File: src/rtl/mmio_uart_tx.sv
// Memory-mapped UART transmitter for the single-cycle MIPS data port.
// Stores to TXDATA queue a byte in a circular FIFO. The TX FSM pops one byte
// per frame and sends it 8N1 on a registered tx line.
// Optional macro UART_TX_PARITY_EN adds an even-parity bit before the stop bit.
// With the macro defined, STATUS bit4 reads 1.
//
// Register window (BASE_ADDR, 8-byte aligned; only addr[2] is decoded):
//   +0 TXDATA : write pushes wdata[7:0]; reads 0
//   +4 STATUS : {count[11:8], parity_en[4], overflow[3], busy[2], empty[1], full[0]}
//               overflow is sticky; a load of STATUS clears it
// Ports:
//   clk, rst        system clock, synchronous active-high reset
//   addr, wdata     core ALU result and register read-data-2
//   mem_write       store strobe
//   mem_read        load strobe (used only for overflow clear-on-read)
//   rdata, sel      combinational read data and window hit for the write-back mux
//   tx, busy        serial line (idle high) and frame-in-progress flag
module mmio_uart_tx #(
  parameter int unsigned CLKS_PER_BIT = 16,
  parameter int unsigned FIFO_DEPTH   = 8,
  parameter logic [31:0] BASE_ADDR    = 32'hFFFF0000
) (
  input  logic        clk,
  input  logic        rst,
  input  logic [31:0] addr,
  input  logic [31:0] wdata,
  input  logic        mem_write,
  input  logic        mem_read,
  output logic [31:0] rdata,
  output logic        sel,
  output logic        tx,
  output logic        busy
);

  localparam int unsigned PtrW  = $clog2(FIFO_DEPTH);
  localparam int unsigned CntW  = PtrW + 1;
  localparam int unsigned BaudW = $clog2(CLKS_PER_BIT);
  localparam logic [BaudW-1:0] BaudLast = BaudW'(CLKS_PER_BIT - 1);
  localparam logic [CntW-1:0]  CntFull  = CntW'(FIFO_DEPTH);
`ifdef UART_TX_PARITY_EN
  localparam logic ParityEn = 1'b1;
`else
  localparam logic ParityEn = 1'b0;
`endif

  typedef enum logic [2:0] {StIdle, StStart, StData, StParity, StStop} state_e;

  state_e            state_q, state_d;
  logic [BaudW-1:0]  baud_q, baud_d;
  logic [2:0]        bit_idx_q, bit_idx_d;
  logic [7:0]        shift_q, shift_d;
  logic              parity_q, parity_d;
  logic              tx_q, tx_d;
  logic              ovf_q, ovf_d;
  logic [CntW-1:0]   count_q, count_d;
  logic [PtrW-1:0]   wr_ptr_q, rd_ptr_q;
  logic [7:0]        mem_q [FIFO_DEPTH];

  logic        full, empty, push_req, push, pop, ovf_set, ovf_clr, baud_end;
  logic [31:0] status;
  logic        unused_bits;

  assign unused_bits = ^{wdata[31:8], addr[1:0]};

  // Address decode and FIFO control
  assign sel      = (addr[31:3] == BASE_ADDR[31:3]);
  assign full     = (count_q == CntFull);
  assign empty    = (count_q == '0);
  assign push_req = mem_write & sel & ~addr[2];
  // Fullness is judged before this edge's pop, so a same-edge pop cannot rescue a store.
  assign push     = push_req & ~full;
  assign ovf_set  = push_req & full;
  assign ovf_clr  = mem_read & sel & addr[2];
  assign pop      = (state_q == StIdle) & ~empty;
  assign baud_end = (baud_q == BaudLast);

  always_comb begin
    count_d = count_q;
    case ({push, pop})
      2'b10:   count_d = count_q + CntW'(1);
      2'b01:   count_d = count_q - CntW'(1);
      default: count_d = count_q;
    endcase
  end

  // Set has priority over clear-on-read
  assign ovf_d = ovf_set ? 1'b1 : (ovf_clr ? 1'b0 : ovf_q);

  always_comb begin
    status       = '0;
    status[0]    = full;
    status[1]    = empty;
    status[2]    = busy;
    status[3]    = ovf_q;
    status[4]    = ParityEn;
    status[11:8] = 4'(count_q);
  end

  assign rdata = (sel && addr[2]) ? status : 32'h0;
  assign busy  = (state_q != StIdle);
  assign tx    = tx_q;

  // TX FSM: tx_d is the line value for the state being entered, so tx is registered
  always_comb begin
    state_d   = state_q;
    baud_d    = baud_q;
    bit_idx_d = bit_idx_q;
    shift_d   = shift_q;
    parity_d  = parity_q;
    tx_d      = tx_q;
    case (state_q)
      StIdle: begin
        tx_d = 1'b1;
        if (!empty) begin
          shift_d  = mem_q[rd_ptr_q];
          parity_d = ^mem_q[rd_ptr_q];
          baud_d   = '0;
          state_d  = StStart;
          tx_d     = 1'b0;
        end
      end
      StStart: begin
        if (baud_end) begin
          baud_d    = '0;
          bit_idx_d = '0;
          state_d   = StData;
          tx_d      = shift_q[0];
        end else begin
          baud_d = baud_q + BaudW'(1);
        end
      end
      StData: begin
        if (baud_end) begin
          baud_d = '0;
          if (bit_idx_q == 3'd7) begin
`ifdef UART_TX_PARITY_EN
            state_d = StParity;
            tx_d    = parity_q;
`else
            state_d = StStop;
            tx_d    = 1'b1;
`endif
          end else begin
            shift_d   = {1'b0, shift_q[7:1]};
            tx_d      = shift_q[1];
            bit_idx_d = bit_idx_q + 3'd1;
          end
        end else begin
          baud_d = baud_q + BaudW'(1);
        end
      end
`ifdef UART_TX_PARITY_EN
      StParity: begin
        if (baud_end) begin
          baud_d  = '0;
          state_d = StStop;
          tx_d    = 1'b1;
        end else begin
          baud_d = baud_q + BaudW'(1);
        end
      end
`endif
      StStop: begin
        if (baud_end) begin
          baud_d  = '0;
          state_d = StIdle;
          tx_d    = 1'b1;
        end else begin
          baud_d = baud_q + BaudW'(1);
        end
      end
      default: begin
        baud_d  = '0;
        state_d = StIdle;
        tx_d    = 1'b1;
      end
    endcase
  end

  always_ff @(posedge clk) begin
    if (rst) begin
      state_q   <= StIdle;
      baud_q    <= '0;
      bit_idx_q <= '0;
      shift_q   <= '0;
      parity_q  <= 1'b0;
      tx_q      <= 1'b1;
      ovf_q     <= 1'b0;
      count_q   <= '0;
      wr_ptr_q  <= '0;
      rd_ptr_q  <= '0;
    end else begin
      state_q   <= state_d;
      baud_q    <= baud_d;
      bit_idx_q <= bit_idx_d;
      shift_q   <= shift_d;
      parity_q  <= parity_d;
      tx_q      <= tx_d;
      ovf_q     <= ovf_d;
      count_q   <= count_d;
      if (push) wr_ptr_q <= wr_ptr_q + PtrW'(1);
      if (pop)  rd_ptr_q <= rd_ptr_q + PtrW'(1);
    end
  end

  // Storage needs no reset; the pointers and count define validity
  always_ff @(posedge clk) begin
    if (push) mem_q[wr_ptr_q] <= wdata[7:0];
  end

endmodule
File: config.mk
export PLATFORM = sky130hd
export DESIGN_NAME = mmio_uart_tx
export DESIGN_NICKNAME = d
export VERILOG_FILES = /design/src/rtl/mmio_uart_tx.sv
export SDC_FILE = /design/constraint.sdc
export NUM_CORES = 1
export LEC_CHECK = 0
export BUFFER_PORTS_ARGS = -buffer_cell sky130_fd_sc_hd__buf_2
export CAP_MARGIN = 20
export CORE_ASPECT_RATIO = 0.7
export CORE_UTILIZATION = 35
export DETAILED_ROUTE_END_ITERATION = 12
export PLACE_DENSITY = 0.54
export SLEW_MARGIN = 10
export SYNTH_ARGS = -nofsm -noshare
export SYNTH_HDL_FRONTEND = slang
export SYNTH_SLANG_ARGS = --single-unit
export TNS_END_PERCENT = 1
File: constraint.sdc
create_clock -name clk -period 3.2 [get_ports clk]
set_input_delay 0.16 -clock clk [delete_from_list [all_inputs] [get_ports clk]]
set_output_delay 0.16 -clock clk [all_outputs]
set_load 0.005 [all_outputs]
# Yosys cells after proc, flatten, opt, wreduce, memory -nomap -nowiden
# Memories as Yosys holds them, arrays and structs flattened. A register that Yosys moved wholly into a read port is not among the register bits.
# Index checks and enable logic that the tools add are counted.
dict set report totals {
  regBits 30
  latch_bits 0
  mem_bits_rw 64
  romBits 0
  output_inout_bits 35
  wordCells 84
  memories 1
}
# name depth word_bits read_ports rd_ports_with_merged_regs wr line_no
set mem_list {}
lappend mem_list {mem_q 8 8 1 1 1 57} ;# logic [7:0] mem_q [FIFO_DEPTH];
dict set report op_classes {
  add_sub_neg 6
  n_mul 0
  div_mod_pow 0
  magnitude_cmp 0
  eq_ne 15
  n_shift 0
  n_mux 30
  n_bitwise 10
  n_reduce_logical 13
}
# cell count
set op_table {}
lappend op_table {{$eq 29x29->1 const B} 1}
lappend op_table {{$mux 3} 9}
lappend op_table {{$mux 8} 3}
lappend op_table {{$pmux 4 s2} 2}
lappend op_table {{$pmux 8 s2} 1}
lappend op_table {{$mux 12} 1}
lappend op_table {{$ne 2x2->1 const B} 6}
lappend op_table {{$pmux 3 s4} 1}
lappend op_table {{$add 3x1->3 const B} 3}
lappend op_table {{$mux 1} 9}
lappend op_table {{$add 4x1->4 const B} 2}
lappend op_table {{$eq 4x4->1 const B} 2}
lappend op_table {{$mux 4} 2}
lappend op_table {{$reduce_and 4->1} 2}
lappend op_table {{$reduce_bool 2->1} 4}
lappend op_table {{$and 1x1->1} 7}
lappend op_table {{$eq 3x3->1 const B} 2}
lappend op_table {{$pmux 3 s2} 1}
lappend op_table {{$reduce_and 5->1} 1}
lappend op_table {{$logic_not 4->1} 1}
lappend op_table {{$pmux 1 s4} 1}
lappend op_table {{$sub 4x1->4 const B} 1}
lappend op_table {{$eq 3x1->1 const B} 1}
lappend op_table {{$eq 3x2->1 const B} 1}
lappend op_table {{8 further kinds} 10}

# Longest topological paths before layout
dict set report depth {
  depth_word 6
  depth_mapped 11
}

# Least setup slack after synthesis
# No wires, ideal clock.
dict set report synth_path {
  kind {register to register}
  from {reg count_q[1]}
  to {reg count_q[2]}
  arrival_ns 2.621
  t_required_ns 3.129
  slack_ns 0.508
  stages_incl_launch_ff 11
  n_path_buf 1
  path_cell_list {dfxtp_1 > clkbuf_1 > or4b_2 > nand3_1 > ha_1 > xor2_1 > ha_1 > a21oi_1 > xor2_1 > or3_1 > a21oi_1}
}
dict set report synth_via {
  elab_chain_cells 5
  word_cells_on_any_way 12
  classes_between {2 x add/sub; 3 x eq/ne; 1 x mux; 4 x bitwise; 2 x reduce/logical}
}
# element line_no
set synth_rtl {}
lappend synth_rtl {{start, declared} 55} ;# logic [CntW-1:0] count_q, count_d;
lappend synth_rtl {{start signal, assigned} 200} ;# count_q <= count_d;
lappend synth_rtl {{$eq 4x4->1 / $logic_not 4->1 (equally long branches)} {67, 68}}
lappend synth_rtl {{$not 1->1, on equally long branches} {71, 74}}
lappend synth_rtl {{$and 1x1->1, on equally long branches} {71, 74}}
lappend synth_rtl {{$eq 2x1->1 / $eq 2x2->1 (equally long branches)} 79} ;# case ({push, pop})
lappend synth_rtl {{$pmux 4 s2 / $reduce_bool 2->1 (equally long branches)} n/a}
# Several ways; a longest one is shown, not always the timed one.
# A chain may end at the register's enable or synchronous reset.

# Worst setup path after layout
dict set report layout_path {
  from {reg count_q[3]}
  to {reg count_q[3]}
}
# Same word-level chain as after synthesis.

==> impl_metrics.json <==
{
  "outcome": "completed",
  "die_w_um": 137,
  "layout-drive-gt1-share_pct": 27.4,
  "crit_path_start": "count_q[3]",
  "cp_max_fo": 9,
  "ios": 103,
  "max_stage_delay_ps": 690,
  "hp-start": "wdata[6]",
  "design_area_sq_mm": 0.00513,
  "h-tree-depth": 3,
  "cts.repair.resized": 0,
  "path_cells": "or4b_2 -> nand3_1 -> buf_4 -> ha_1 -> nor4b_1 -> o21ai_0 -> a21o_1 -> a21oi_1",
  "drt-initial-drc-count": 181,
  "max-slew-margin-rel_pct": 43.7,
  "globalplace.congestion": 0.738,
  "cts_buffer_depth": 2,
  "synth-edff-count": 64,
  "die_h_um": 96.2,
  "max_freq_mhz": 378,
  "numPortBuffers": 52,
  "drc": 0,
  "r2r-start": "count_q[3]",
  "grt-busiest-layer": "met2",
  "syn_to_final_growth_pct": 15.6,
  "cts_tree": "done",
  "diodes": 0,
  "rsz0062_at_grt": "false",
  "clk_pin_slew_ps": 70,
  "first_pass_iters": 6,
  "post_drt_wl_per_cell_um": 15.3,
  "hold_viol_final": 0,
  "grt_pass1_vias": 2665,
  "async_flop_share_pct": 0,
  "grt_pass1_wl_mm": 14.0,
  "yosysMostFrequentCell": "edfxtp_1",
  "synth_seq_cells": 97,
  "post-cts-setup-buffers": 0,
  "fin_setup_tns_ps": 0,
  "totalWireLength_mm": 8.63,
  "ant_nets": 0,
  "hold_path.class": "primary input to flop",
  "finalSetupViolCount": 0,
  "crit_type": "flop to flop",
  "clock_latency_ps": 340,
  "cp-start-kind": "flop",
  "synth_area_sq_mm": 0.00444,
  "use_met3_pct": 3.53,
  "worstPathRequired_ps": 3470,
  "synth_top_cells_by_area": "edfxtp_1 43%, dfxtp_1 15%, mux4_2 8.1%",
  "cts_sinks": 97,
  "cts-hold-fix-buffers": 0,
  "die-area_sq_mm": 0.0131,
  "vias_per_cell": 4.98,
  "grt_antenna_before_repair": 0,
  "fin_crit_sh_pct": 82.8,
  "hpwl_mm": 5.86,
  "grt_util_met2_pct": 22.9,
  "synthDistinctLibCells": 52,
  "final_util_pct": 41.4,
  "synth_flop_cell": "edfxtp_1",
  "skew_ps": 7.68,
  "slew_viol_final": 0,
  "avgSynthCellArea_sq_um": 13.1,
  "cts_buffers": 9,
  "syn_inst": 338,
  "use_met1_pct": 19.7,
  "rows": 34,
  "power_density_mw_per_mm2": 466,
  "overflow": 0,
  "netlist.area_leader.share_pct": 43.3,
  "synth_commonest_cells": "64 x edfxtp_1, 33 x dfxtp_1, 26 x buf_4, 26 x nor2_1",
  "period_minus_slack_ps": 2650,
  "maxCapViolCount": 0,
  "placed_area_sq_mm": 0.00486,
  "p_leak_nw": 1.83,
  "grt_usage_pct": 14.5,
  "core_area_sq_mm": 0.0124,
  "cp-end-kind": "flop",
  "grt_max_degree": 33,
  "critPathSlowestCell": "or4b_2",
  "cts_root_buf": "clkbuf_16",
  "vdd_drop_max_mv": 0.247,
  "via_count": 2803,
  "cp_data_arrival_time_ps": 2920,
  "yosysSeqAreaShare_pct": 58.2,
  "fin_nets": 472,
  "synth_area_leader_cell": "edfxtp_1",
  "worstMarginPinSlew_ps": 844,
  "start_util_pct": 35.9,
  "ys_warn_count": 0
}
[cell families (layout without fill, tap and decap cells)]
logic type / count (synthesis) / count (layout) / share of synthesized area, %
compound gates: 44 / 44 / 6.99
mux: 30 / 30 / 11.3
other cells: 1 / 24 / 0.0845
fa+ha+maj: 8 / 8 / 2.26
xor+xnor: 5 / 5 / 0.987
buf+inv: 48 / 88 / 6.40
simple gates: 105 / 105 / 13.8
flops: 97 / 97 / 58.2
[state kept, by name, summed over array words and instances, names as in the netlist, named ones only]
register   count
baud_q         4
bit_idx_q      3
count_q        4
mem_q         64
ovf_q          1
rd_ptr_q       3
shift_q        8
state_q        3
tx             1
wr_ptr_q       3
[final cells by class]
class,count,area (sq um)
well taps,162,203
flip-flops and latches,97,2580
multi-input cells,216,1680
clock buffers,9,225
inverters,6,22.5
fillers,1162,7250
repair buffers,66,365
clock inverters,7,50.0
[layout by cell type (no fill, tap or decap), types with 3 or more instances in the layout]
cell	count
nand2_1	10
o31ai_1	5
clkbuf_16	9
nand3_1	9
buf_4	14
mux4_2	16
nand4_1	4
nor2b_1	8
a211o_1	4
conb_1	24
nor3_1	6
and2_1	5
o21ai_0	4
or4_1	4
inv_6	3
nor4b_2	4
inv_1	6
mux2i_1	12
edfxtp_1	64
dfxtp_1	33
buf_2	52
ha_1	8
xor2_1	4
nor2_1	26
a21oi_1	16
nor4_1	9
[per-layer routing]
layer / routed length (um) / part of all wire (%)
met2: 3870 / 45
met5: 0 / 0
met3: 424 / 4.9
met4: 62 / 0.72
met1: 4270 / 49
[final timing paths]
| kind | to | slack (ps) | depth (start not counted) |
|---|---|---|---|
| worst max-delay path | count_q[3] | 550 | 8 |
| worst min-delay path | mem_q[5][6] | 90 | 1 |
| worst max register to register | count_q[3] | 550 | 8 |
| worst min register to register | shift_q[2] | 450 | 2 |
[critical path, delay by kind of cell (launching register included)]
family | cells | cell delay [ps]
AOI/OAI and AO/OA | 3 | 450
adders and majority gates | 1 | 330
buffers and inverters | 1 | 190
DFF | 1 | 450
and+or+nand+nor | 3 | 1160
[where the power goes]
group | internal (W) | switching, W | total (W)
Combinational | 0.0000208 | 0.0000317 | 0.0000524
Clock | 0.000531 | 0.000475 | 0.00101
Sequential | 0.00133 | 0.00000000000698 | 0.00133
[stage by stage]
| step | instances | power [W] | setup slack, ps | hold slack [ps] |
|---|---|---|---|---|
| 6_report | 563 | 0.00239 | 551 | 91.7 |
| 5_1_grt | 563 | 0.00248 | 338 | 88.6 |
| 4_1_cts | 563 | 0.00242 | 559 | 82.4 |
| 3_5_place_dp | 547 | 0.00141 | 586 | 441 |
| 3_3_place_gp | 547 | 0.00141 | 640 | 431 |
| 2_1_floorplan | 361 | 0.00140 | 508 | 236 |
(Power assumes the default switching activity.)
